--- src/rtl/wb_pkg.sv ---
// rtl/wb_pkg.sv - shared types for the Wishbone command master
// Contents: default widths, response status codes, command record, FSM states.
package wb_pkg;

    localparam int WB_ADDR_W = 5;
    localparam int WB_DATA_W = 32;
    localparam int WB_SEL_W  = WB_DATA_W / 8;

    typedef enum logic [1:0] {
        WB_OK      = 2'b00,
        WB_ERR     = 2'b01,
        WB_TIMEOUT = 2'b10
    } wb_status_e;

    typedef struct packed {
        logic                 we;
        logic [WB_ADDR_W-1:0] adr;
        logic [WB_DATA_W-1:0] dat;
        logic [WB_SEL_W-1:0]  sel;
    } wb_cmd_t;

    typedef enum logic [1:0] {
        S_IDLE = 2'b00,
        S_BUS  = 2'b01,
        S_RSP  = 2'b10
    } wb_state_e;

    // Width of one packed command entry: we + adr + dat + sel.
    function automatic int wb_cmd_width(input int addr_w, input int data_w);
        return 1 + addr_w + data_w + data_w / 8;
    endfunction

endpackage

--- src/rtl/wb_cmd_fifo.sv ---
// rtl/wb_cmd_fifo.sv - synchronous command FIFO
// Ports: clk, rst (sync, active-low); push/push_data write side;
//        pop/pop_data read side (show-ahead); full, empty, count status.
module wb_cmd_fifo #(
    parameter int FIFO_DEPTH = 4,
    parameter int WIDTH      = 8
) (
    input  logic                          clk,
    input  logic                          rst,
    input  logic                          push,
    input  logic [WIDTH-1:0]              push_data,
    input  logic                          pop,
    output logic [WIDTH-1:0]              pop_data,
    output logic                          full,
    output logic                          empty,
    output logic [$clog2(FIFO_DEPTH):0]   count
);

    localparam int AW = $clog2(FIFO_DEPTH);

    logic [WIDTH-1:0] mem [FIFO_DEPTH];
    logic [AW:0]      wr_ptr;
    logic [AW:0]      wr_ptr_vis;
    logic [AW:0]      rd_ptr;

    // A written entry becomes visible to the read side one cycle after the
    // push; this registered boundary gives the two-cycle accept-to-bus
    // latency while leaving back-to-back draining of queued entries intact.
    always_ff @(posedge clk) begin
        if (!rst) begin
            wr_ptr     <= '0;
            wr_ptr_vis <= '0;
            rd_ptr     <= '0;
        end else begin
            wr_ptr_vis <= wr_ptr;
            if (push && !full) begin
                wr_ptr <= wr_ptr + (AW+1)'(1);
            end
            if (pop && !empty) begin
                rd_ptr <= rd_ptr + (AW+1)'(1);
            end
        end
    end

    always_ff @(posedge clk) begin
        if (rst && push && !full) begin
            mem[wr_ptr[AW-1:0]] <= push_data;
        end
    end

    assign pop_data = mem[rd_ptr[AW-1:0]];
    assign full     = (wr_ptr[AW] != rd_ptr[AW]) && (wr_ptr[AW-1:0] == rd_ptr[AW-1:0]);
    assign empty    = (wr_ptr_vis == rd_ptr);
    assign count    = wr_ptr - rd_ptr;

endmodule

--- src/rtl/wb_cmd_master.sv ---
// rtl/wb_cmd_master.sv - Wishbone classic-cycle command master
// Ports: clk, rst (sync, active-low); cmd_* command valid/ready input;
//        rsp_* response valid/ready output; wb_* Wishbone master bus;
//        irq_pend sticky slave interrupt flag, cleared by irq_clr.
module wb_cmd_master
    import wb_pkg::*;
#(
    parameter int ADDR_W     = 5,
    parameter int DATA_W     = 32,
    parameter int SEL_W      = DATA_W / 8,
    parameter int FIFO_DEPTH = 4,
    parameter int TIMEOUT    = 16
) (
    input  logic              clk,
    input  logic              rst,
    input  logic              cmd_valid,
    output logic              cmd_ready,
    input  logic              cmd_we,
    input  logic [ADDR_W-1:0] cmd_adr,
    input  logic [DATA_W-1:0] cmd_dat,
    input  logic [SEL_W-1:0]  cmd_sel,
    output logic              rsp_valid,
    input  logic              rsp_ready,
    output logic [DATA_W-1:0] rsp_dat,
    output logic [1:0]        rsp_status,
    output logic [ADDR_W-1:0] wb_adr_o,
    output logic [DATA_W-1:0] wb_dat_o,
    output logic [SEL_W-1:0]  wb_sel_o,
    output logic              wb_we_o,
    output logic              wb_stb_o,
    output logic              wb_cyc_o,
    input  logic [DATA_W-1:0] wb_dat_i,
    input  logic              wb_ack_i,
    input  logic              wb_err_i,
    input  logic              wb_int_i,
    output logic              irq_pend,
    input  logic              irq_clr
);

    localparam int CMD_W   = wb_cmd_width(ADDR_W, DATA_W);
    localparam int CNT_W   = (TIMEOUT > 0) ? $clog2(TIMEOUT + 1) : 1;
    localparam int FCNT_W  = $clog2(FIFO_DEPTH) + 1;
    localparam logic [CNT_W-1:0]  CNT_SAT  = CNT_W'(TIMEOUT);
    localparam logic [CNT_W-1:0]  CNT_LAST = CNT_W'((TIMEOUT > 0) ? TIMEOUT - 1 : 0);
    localparam logic [FCNT_W-1:0] FIFO_MAX = FCNT_W'(FIFO_DEPTH);

    wb_state_e         state_q;
    wb_state_e         state_d;
    wb_status_e        done_status;
    logic              bus_done;
    logic              fifo_pop;
    logic              fifo_push;
    logic              fifo_full;
    logic              fifo_empty;
    logic [FCNT_W-1:0] fifo_count;
    logic [CMD_W-1:0]  fifo_rdata;
    logic [CNT_W-1:0]  wait_cnt;

    assign cmd_ready = !fifo_full;
    assign fifo_push = cmd_valid && cmd_ready;

    wb_cmd_fifo #(
        .FIFO_DEPTH (FIFO_DEPTH),
        .WIDTH      (CMD_W)
    ) u_fifo (
        .clk       (clk),
        .rst       (rst),
        .push      (fifo_push),
        .push_data ({cmd_we, cmd_adr, cmd_dat, cmd_sel}),
        .pop       (fifo_pop),
        .pop_data  (fifo_rdata),
        .full      (fifo_full),
        .empty     (fifo_empty),
        .count     (fifo_count)
    );

    // Occupancy can never exceed the FIFO depth.
    assert property (@(posedge clk) disable iff (!rst) fifo_count <= FIFO_MAX);

    always_ff @(posedge clk) begin
        if (!rst) begin
            state_q <= S_IDLE;
        end else begin
            state_q <= state_d;
        end
    end

    // err has priority over ack; the watchdog only fires with neither present.
    always_comb begin
        state_d     = state_q;
        fifo_pop    = 1'b0;
        bus_done    = 1'b0;
        done_status = WB_OK;
        unique case (state_q)
            S_IDLE: begin
                if (!fifo_empty) begin
                    fifo_pop = 1'b1;
                    state_d  = S_BUS;
                end
            end
            S_BUS: begin
                if (wb_stb_o) begin
                    if (wb_err_i) begin
                        bus_done    = 1'b1;
                        done_status = WB_ERR;
                    end else if (wb_ack_i) begin
                        bus_done    = 1'b1;
                        done_status = WB_OK;
                    end else if ((TIMEOUT > 0) && (wait_cnt == CNT_LAST)) begin
                        bus_done    = 1'b1;
                        done_status = WB_TIMEOUT;
                    end
                end
                if (bus_done) begin
                    state_d = S_RSP;
                end
            end
            S_RSP: begin
                if (rsp_ready) begin
                    state_d = S_IDLE;
                end
            end
            default: state_d = S_IDLE;
        endcase
    end

    always_ff @(posedge clk) begin
        if (!rst) begin
            wb_adr_o   <= '0;
            wb_dat_o   <= '0;
            wb_sel_o   <= '0;
            wb_we_o    <= 1'b0;
            wb_stb_o   <= 1'b0;
            wb_cyc_o   <= 1'b0;
            rsp_valid  <= 1'b0;
            rsp_dat    <= '0;
            rsp_status <= 2'b00;
            wait_cnt   <= '0;
        end else begin
            if (fifo_pop) begin
                wb_we_o  <= fifo_rdata[CMD_W-1];
                wb_adr_o <= fifo_rdata[CMD_W-2 -: ADDR_W];
                wb_dat_o <= fifo_rdata[SEL_W +: DATA_W];
                wb_sel_o <= fifo_rdata[SEL_W-1:0];
                wb_cyc_o <= 1'b1;
                wb_stb_o <= 1'b1;
                wait_cnt <= '0;
            end else if (bus_done) begin
                // adr/dat/sel deliberately hold their last values.
                wb_cyc_o   <= 1'b0;
                wb_stb_o   <= 1'b0;
                wb_we_o    <= 1'b0;
                rsp_valid  <= 1'b1;
                rsp_status <= done_status;
                rsp_dat    <= ((done_status == WB_OK) && !wb_we_o) ? wb_dat_i : '0;
            end else if ((state_q == S_BUS) && (wait_cnt != CNT_SAT)) begin
                wait_cnt <= wait_cnt + CNT_W'(1);
            end
            if ((state_q == S_RSP) && rsp_ready) begin
                rsp_valid <= 1'b0;
            end
        end
    end

    // Set wins over clear when both happen in the same cycle.
    always_ff @(posedge clk) begin
        if (!rst) begin
            irq_pend <= 1'b0;
        end else if (wb_int_i) begin
            irq_pend <= 1'b1;
        end else if (irq_clr) begin
            irq_pend <= 1'b0;
        end
    end

endmodule
--- config.mk ---
export PLATFORM = sky130hd
export DESIGN_NAME = wb_cmd_master
export DESIGN_NICKNAME = d
export VERILOG_FILES = /design/src/rtl/wb_pkg.sv /design/src/rtl/wb_cmd_fifo.sv /design/src/rtl/wb_cmd_master.sv
export SDC_FILE = /design/constraint.sdc
export NUM_CORES = 1
export LEC_CHECK = 0
export CAP_MARGIN = 20
export CORE_MARGIN = 5
export CORE_UTILIZATION = 57
export CTS_CLUSTER_DIAMETER = 30
export DETAILED_ROUTE_END_ITERATION = 7
export PLACE_DENSITY = 0.84
export SYNTH_ARGS = -nofsm -noshare
export SYNTH_HDL_FRONTEND = slang
export SYNTH_HIERARCHICAL = 1
export SYNTH_SLANG_ARGS = --single-unit
--- constraint.sdc ---
create_clock -name clk -period 5.45 [get_ports clk]
set_input_delay 1.09 -clock clk [delete_from_list [all_inputs] [get_ports clk]]
set_output_delay 1.09 -clock clk [all_outputs]
set_load 0.02 [all_outputs]
==> metrics.md <==
| Metric | Value |
|---|---|
| Status | completed |
| Fmax | 0.295 GHz |
| Clock buffer count from CTS | 40 |
| Worst Setup Slack, final | 2.06 ns |
| Die area | 20,500 sq um |
| CTS H-tree depth | 2 |
| Hold/Removal Path Class | register to register |
| Reg-to-reg startpoint | u_fifo/rd_ptr[2] |
| Met2 GRT Util | 40.9% |
| Switch share | 27.6% |
| M1 GR Usage | 29.0% |
| Clock Skew | 0.0215 ns |
| Via-per-instance ratio | 5.81 |
| Tmin final | 3.39 ns |
| Cell count after synthesis | 687 |
| Max Root-Sink Buffers | 3 |
| Crit Path Max Fanout | 48 |
| Leak | 4.43 nW |
| Core footprint | 17,400 sq um |
| Setup slack, reg-to-reg | 2.06 ns |
| Arrival @ worst endpoint | 3.74 ns |
| Number of global-route vias before repair | 6,635 |
| Worst slew margin | 28.7% |
| R2R Path End | u_fifo/rd_ptr[0] |
| Peak supply drop | 0.298 mV |
| Period utilisation layout | 62.2% |
| Critical Path RT | 5.80 ns |
| Max-cap viol count | 0 |
| DR WL/cell | 21.7 um |
| Setup Crit Path Kind | register to register |
| Area Overhead vs Synth | 31.4% |
| Hold path start | wb_dat_o[27] |
| Internal power | 4.34 mW |
| Routability Congestion | 0.871 |
| # rows | 48 |
| CTS tree | done |
| Worst-skew pair later-pin latency | 0.51 ns |
| # IOs | 163 |
| Fin. Hold Viols | 0 |
| Largest net degree at the start of global routing | 96 |
| Ant diodes | 0 |
| RSZ-0062 raised after global routing | false |
| Total track usage | 23.1% |
| Worst slack, placed | 2.05 ns |
| Worst Setup SP | u_fifo/rd_ptr[2] |
| Worst-Margin Slew | 1.07 ns |
| Hold endpoint | wb_dat_o[27] |
| Crit path capture type | register |
| Total Wirelength | 24,100 um |
| YS warnings | 6 |
| Hold-fix buffers, CTS | 0 |
| WHS | 0.457 ns |
| Initial antenna violation count | 1 |
| Setup TNS | 0 ns |
| Cell depth of the worst flop-to-flop path | 7 |
| Part of the power in registers | 41.1% |
| Drt first pass iters | 5 |
| Sw Pwr | 1.66 mW |
| Design Power | 6.00 mW |
| Layout cell share with drive strength beyond 1 | 15.7% |
| Busiest layer in global routing | met2 |
| Iter 0 DRT Violations | 537 |
| Design area | 13,300 sq um |
| Met3 GRT Util | 4.99% |
| Combinational Power Share | 17.5% |
| Clock transition at path regs | 0.05 ns |
| Bufs and invs on worst path | 1 |
| Clk sinks | 265 |
| Height of the die | 143 um |
| Pwr Density | 451 nW/um^2 |
| Max Slew Vio Count | 0 |
| Final Setup Violations | 0 |
| Critical Path Start Type | register |
| Area after DPL | 11,900 sq um |
| Die width | 143 um |
| Clock share of power | 41.3% |
| Critical path's slowest cell | inv_2 |
| Via count | 6,446 |
| Global-route wire length before repair | 36,200 um |
| Hold path cells | 2 |
| Cts repair resizes | 0 |
| Avg Synthesized Cell Area | 14.7 sq um |
| Crit path max-delay family | simple AND/OR/NAND/NOR gates |
| Syn Nets | 779 |
| Number of port buffers | 162 |
| Gr ovfl total | 0 |
| DPL Wire Length | 13,600 um |
| ANT nets after route | 0 |
| Crit path largest cell delay | 0.86 ns |
| Number of nets in the layout | 947 |
| Initial Util | 58.3% |
| Post-CTS Setup Repair Bufs | 0 |
| Residual DRC | 0 |
| Post-Syn Area | 10,100 sq um |
| Fillers | 964 |
| Cell Chain, Critical Path | xor2_1, nor2_1, or3_2, inv_2, and3b_1, a21oi_1, o311ai_0 |
| Clk root buf | clkbuf_16 |
[placed cells by master, fill, tap and decap left out, drive strengths merged, types with 3 or more instances in the layout]
master	n
clkbuf	46
dfxtp	97
clkdlybuf4s50	161
and3	6
ha	10
nand2	93
clkinvlp	4
a21boi	76
xnor2	3
edfxtp	168
a21oi	3
clkinv	11
nor2b	3
inv	22
buf	10
nand2b	4
o21ai	39
o211ai	3
nand3	36
mux2i	3
mux4	42
nor2	8
[metrics by stage]
step | util, % | instances
after floorplan | - | 687
after global placement | 68.3 | 1032
after detailed placement | 68.3 | 1032
after CTS | 76.0 | 1104
after global routing | 76.6 | 1110
final | 76.6 | 1110
[layout make-up]
class                   instances  area [sq um]  share of cell area (%)
flip-flops and latches        265          6990                    52.6
multi-input cells             364          2890                    21.7
repair buffers                171          1750                    13.1
clock buffers                  46          1090                    8.17
well taps                     225           282                    2.12
clock inverters                26           250                    1.88
inverters                      13          48.8                   0.367
[sequential cells by signal, summed over array words and instances (netlist names), named ones only]
signal,flops
u_fifo/mem,168
irq_pend,1
wait_cnt,5
rsp_dat,32
rsp_status,2
wb_adr_o,5
u_fifo/wr_ptr,3
wb_dat_o,32
rsp_valid,1
u_fifo/rd_ptr,3
wb_we_o,1
state_q,2
wb_sel_o,4
u_fifo/wr_ptr_vis,3
wb_cyc_o,1
[power groups by stage]
stage | Combinational [mW] | Sequential [mW] | Clock [mW]
after floorplan | 0.560 | 2.55 | 0
after global placement | 0.976 | 2.49 | 0
after detailed placement | 1.01 | 2.50 | 0
after CTS | 1.03 | 2.47 | 2.51
after global routing | 1.13 | 2.50 | 2.64
final | 1.05 | 2.47 | 2.48
[how the worst max path moves through the flow]
stage                  endpoint  cells past startpoint
3_5_place_dp   u_fifo/mem[3][2]                      4
4_1_cts                register                      7
2_1_floorplan  u_fifo/mem[0][0]                      3
6_report       u_fifo/rd_ptr[0]                      7
5_1_grt        u_fifo/rd_ptr[0]                      8
3_3_place_gp   u_fifo/mem[1][2]                      4
[tightest hold or removal path, delay by kind of cell (launching register included)]
family / cells / cell delay, ns
flops: 1 / 0.30
compound gates: 1 / 0.05
simple gates: 1 / 0.05
[per-layer routing]
| metal | vias to the layer above | routed length (um) |
|---|---|---|
| li1 | 2916 | - |
| met1 | 3167 | 9500 |
| met2 | 323 | 12300 |
| met3 | 38 | 1890 |
| met4 | 2 | 412 |
| met5 | - | 13 |
Note: power is estimated with default switching activity, not from simulation.
